### config.mk
export PLATFORM = sky130hd
export DESIGN_NAME = shift_add_multiplier
export DESIGN_NICKNAME = d
export VERILOG_FILES = /design/src/rtl/mult_pkg.sv /design/src/rtl/carry_lookahead_adder.sv /design/src/rtl/shift_add_multiplier.sv
export SDC_FILE = /design/constraint.sdc
export NUM_CORES = 1
export LEC_CHECK = 0
export BUFFER_PORTS_ARGS = -buffer_cell sky130_fd_sc_hd__clkbuf_2
export CAP_MARGIN = 25
export CORE_UTILIZATION = 35
export CTS_CLUSTER_SIZE = 16
export DETAILED_ROUTE_END_ITERATION = 16
export HOLD_SLACK_MARGIN = 0.12
export PLACE_DENSITY_LB_ADDON = 0.12
export SLEW_MARGIN = 20
export SYNTH_ARGS = -nofsm -noshare
export SYNTH_HDL_FRONTEND = slang
export SYNTH_SLANG_ARGS = --single-unit
### constraint.sdc
create_clock -name clk -period 2.4 [get_ports clk]
set_clock_uncertainty 0.1 [all_clocks]
set_input_delay 0.24 -clock clk [delete_from_list [all_inputs] [get_ports clk]]
set_output_delay 0.24 -clock clk [all_outputs]
set_load 0.02 [all_outputs]
### src/rtl/mult_pkg.sv
// Shared definitions for the sequential multiplier: FSM state encoding
// and the iteration-counter width helper.
package mult_pkg;

  // 2'd3 is unused and decoded as IDLE by the consumers of this type
  typedef enum logic [1:0] {
    IDLE = 2'd0,
    RUN  = 2'd1,
    DONE = 2'd2
  } state_t;

  // Width needed to count 0..n inclusive
  function automatic int unsigned cnt_w(input int unsigned n);
    return $clog2(n + 1);
  endfunction

endpackage

### src/rtl/carry_lookahead_adder.sv
// N-bit carry-lookahead adder: every carry is a flat sum-of-products of
// generate/propagate terms and Cin, not a ripple chain.
module carry_lookahead_adder #(
  parameter int unsigned N = 4
) (
  input  logic [N-1:0] A,
  input  logic [N-1:0] B,
  input  logic         Cin,
  output logic [N-1:0] Sum,
  output logic         Cout
);

  logic [N-1:0] g;
  logic [N-1:0] p;
  logic [N:0]   c;
  logic         prod;
  logic         term;

  assign g = A & B;
  assign p = A ^ B;

  // c[i+1] = g[i] | p[i]g[i-1] | ... | p[i..0]Cin
  always_comb begin
    c    = '0;
    prod = 1'b0;
    term = 1'b0;
    c[0] = Cin;
    for (int unsigned i = 0; i < N; i++) begin
      term = 1'b0;
      for (int unsigned j = 0; j <= i; j++) begin
        prod = g[j];
        for (int unsigned k = j + 1; k <= i; k++) begin
          prod = prod & p[k];
        end
        term = term | prod;
      end
      prod = Cin;
      for (int unsigned k = 0; k <= i; k++) begin
        prod = prod & p[k];
      end
      c[i+1] = term | prod;
    end
  end

  assign Sum  = p ^ c[N-1:0];
  assign Cout = c[N];

endmodule

### src/rtl/shift_add_multiplier.sv
// Unsigned NxN shift-add multiplier: one add-and-shift per cycle through
// the carry-lookahead adder, 2N-bit product after N iterations.
module shift_add_multiplier
  import mult_pkg::*;
#(
  parameter int unsigned N = 4
) (
  input  logic           clk,
  input  logic           rst_n,
  input  logic           start,
  input  logic [N-1:0]   A,
  input  logic [N-1:0]   B,
  output logic           busy,
  output logic           done,
  output logic [2*N-1:0] P
);

  localparam int unsigned      CNT_W    = cnt_w(N);
  localparam logic [CNT_W-1:0] CNT_LAST = CNT_W'(N - 1);

  state_t           state;
  state_t           state_nx;
  logic [N-1:0]     m;
  logic [N-1:0]     h;
  logic [N-1:0]     l;
  logic [CNT_W-1:0] cnt;
  logic [N-1:0]     add_b;
  logic [N-1:0]     sum;
  logic             cout;
  logic [N-1:0]     h_nx;
  logic [N-1:0]     l_nx;
  logic             last;

  assign add_b = l[0] ? m : '0;

  carry_lookahead_adder #(.N(N)) u_cla (
    .A    (h),
    .B    (add_b),
    .Cin  (1'b0),
    .Sum  (sum),
    .Cout (cout)
  );

  // {H,L} <= {Cout,Sum,L} >> 1
  assign h_nx = {cout, sum[N-1:1]};
  assign l_nx = {sum[0], l[N-1:1]};
  assign last = (cnt == CNT_LAST);

  always_ff @(posedge clk or negedge rst_n) begin
    if (!rst_n) begin
      state <= IDLE;
    end else begin
      state <= state_nx;
    end
  end

  always_comb begin
    state_nx = IDLE;
    busy     = 1'b0;
    done     = 1'b0;
    case (state)
      RUN: begin
        busy     = 1'b1;
        state_nx = last ? DONE : RUN;
      end
      DONE: begin
        done     = 1'b1;
        state_nx = IDLE;
      end
      default: begin
        state_nx = start ? RUN : IDLE;
      end
    endcase
  end

  always_ff @(posedge clk or negedge rst_n) begin
    if (!rst_n) begin
      m   <= '0;
      h   <= '0;
      l   <= '0;
      cnt <= '0;
      P   <= '0;
    end else begin
      case (state)
        RUN: begin
          h   <= h_nx;
          l   <= l_nx;
          cnt <= cnt + CNT_W'(1);
          if (last) begin
            P <= {h_nx, l_nx};
          end
        end
        DONE: begin
        end
        default: begin
          if (start) begin
            m   <= A;
            h   <= '0;
            l   <= B;
            cnt <= '0;
          end
        end
      endcase
    end
  end

endmodule

==> impl_metrics.yaml <==
logic_synthesis:
  yosysWarnings: 0
  synth_seq_area_share_pct: 51.4
  ys_ff_latch: 25
  synth_area_leaders: "dfrtp_1 (51%), ha_1 (9.2%), mux2_2 (9.2%)"
  avgSynthCellArea_um2: 12.3
  syn_nets: 120
  yosys.area.top_type: "dfrtp_1"
  syn_area_um2: 1220
  syn_inst: 99
  yosysTopAreaCellShare_pct: 51.4
  synth_cell_types: 20
global_routing:
  grt_pass1_wl_um: 3770
  grt_overflow: 0
  grt_use_total_pct: 14.2
  grt_max_degree: 26
  grt_pass1_vias: 880
  antenna_found_initial: 0
placed_design:
  pre_cts_ws_ns: 0.460
  gp_congestion: 0.785
  portBuffers: 20
  hpwlAfterDp_um: 1550
  placed_cell_area_um2: 1360
  dp.cells: 164
critical_path:
  crit_chain: "and2_1 > ha_1 > ha_1 > o21a_1 > o21a_1 > o41ai_2"
  max_stage_delay_ns: 0.43
  crit_buf_inv: 0
  start_kind: "register"
  crit_family: "compound AO/OA/AOI/OAI gates"
  path_max_fanout: 5
  cp.arrival_ns: 2.06
  cp_slowest_cell: "dfrtp_1"
  reg2reg_from: "l[0]"
  startpoint: "l[0]"
  r2r_slack_ns: 0.46
  cp.required_ns: 2.53
  cp-end-kind: "register"
  critPathKind: "register to register"
cells_and_area:
  fin_cells: 176
  syn_to_final_growth_pct: 20.6
  drive_above_1_share_pct: 29.2
  diodes: 0
  post-route-util_pct: 44.0
  design_area_um2: 1470
  nets: 152
die:
  die_area_um2: 3720
  ios: 21
  core_area_um2: 3340
  initial_core_util_pct: 36.5
  chipHeight_um: 61.0
  die_w_um: 61.0
  core.rowCount: 21
cts:
  clkLatencyLatePin_ns: 0.32
  clk_path_buf_depth: 2
  clk_pin_slew_ns: 0.13
  cts_buffers: 3
  cts_tree: "yes"
  numClockSinks: 25
  cts-root-buf: "clkbuf_4"
  cts.htree.levels: 1
  cts-resized-gates: 0
detailed_routing:
  viasPerCell: 4.74
  drc: 0
  drt-pass1-iter-count: 3
  drtIter0Drc: 19
  routed_wl_um: 2110
  vias: 834
  ant_nets: 0
  wl_per_cell_um: 12.0
worst_hold_path:
  worstHoldStart: "B[0]"
  hp-class: "input pin to register"
power_and_ir_drop:
  p_switching_mw: 0.652
  p_comb_share_pct: 46.7
  p_sw_share_pct: 39.5
  p_leak_nw: 0.734
  powerDensity_nw_per_um2: 1120
  clkPwrFrac_pct: 11.5
  cellInternalPower_mw: 0.998
  pwr-share-seq_pct: 41.8
  irDropWorstVdd_mv: 0.444
  total_power_mw: 1.65
timing:
  worst_pin_slew_ns: 0.618
  report.final.slew_viol_count: 0
  fin_crit_ns: 1.94
  hold_violations: 0
  maxSlewHeadroom_pct: 58.8
  rsz0062_at_grt: "no"
  fin_setup_tns_ns: 0
  setup_violations: 0
  worst_hold_slack_ns: 0.187
  fin_crit_sh_pct: 80.7
  fmax_mhz: 517
  setup_slack_ns: 0.464
outcome:
  status: "finished, final reports clean"
flow_run:
  maxCapViolations: 0
## routing by layer
| metal | part of all wire [%] | up-vias | GRT usage [%] | wire, um |
|---|---|---|---|---|
| met1 | 47 | 410 | 17.2 | 999 |
| met3 | 2.7 | 4 | 2.56 | 58 |
| met5 | 0 | - | 0 | 0 |
| li1 | - | 408 | - | - |
| met4 | 1.5 | 0 | 5.84 | 32 |
| met2 | 48 | 12 | 24.8 | 1020 |
## power groups by stage
| stage | logic (mW) | clock network [mW] | registers, mW |
|---|---|---|---|
| after floorplan | 0.544 | 0 | 0.742 |
| after global placement | 0.767 | 0 | 0.695 |
| after detailed placement | 0.773 | 0 | 0.706 |
| after CTS | 0.790 | 0.199 | 0.695 |
| after global routing | 0.867 | 0.211 | 0.719 |
| final | 0.770 | 0.190 | 0.690 |
## flip-flops by register name, summed over array words and instances (netlist names)
signal  flops
l           4
m           4
cnt         3
h           4
P           8
state       2
## layout make-up
type | count | area (um^2)
clock inverters | 1 | 5.00
well taps | 46 | 57.6
repair buffers | 29 | 188
fillers | 345 | 1870
flip-flops and latches | 25 | 626
clock buffers | 3 | 22.5
multi-input cells | 66 | 547
inverters | 6 | 22.5
## tightest hold or removal path, cell delays in order
cell      delay (ns)
clkbuf_2        0.08
mux2i_1         0.08
o21ai_0         0.17
## cells in the final DEF (no fill, tap or decap), types with 2 or more instances in the layout
cell           count
dlygate4sd3_1      8
nand2_1           16
and2_1             4
clkbuf_4           3
inv_1              6
clkbuf_2          20
ha_1               9
o21a_1             2
mux2_2            10
o21ai_0            8
o31ai_1            4
mux2i_1            4
dfrtp_1           25
## logic make-up after synthesis
logic type	share of synthesized area [%]
compound gates	11.7
xor+xnor	0.720
fa+ha+maj	10.9
buf+inv	3.70
flops	51.4
mux	12.5
simple gates	9.04
## Yosys cell counts
master,count
xnor2_1,1
o21a_1,2
buf_6,2
inv_1,6
o31ai_1,4
o21ai_0,8
nor3_1,1
a21oi_1,1
o21bai_4,1
o41ai_2,1
mux2_2,10
nand2_8,1
ha_1,9
dfrtp_1,25
mux2i_1,4
o211ai_1,1
fa_1,1
and2_1,4
a32o_1,1
nand2_1,16
## worst paths after layout
path | end | cells past startpoint
max reg2reg | h[2] | 6
max | h[2] | 6
min | l[0] | 3
min in group asynchronous | cnt[2] | 2
max in group asynchronous | h[2] | 2
min reg2reg | cnt[2] | 2
## repair_timing
action / CTS / global route
hold buffers: 8 / 0
endpoints found under the hold margin: 32 / 0
buffers inserted: 0 / 0
(Power assumes the default switching activity.)
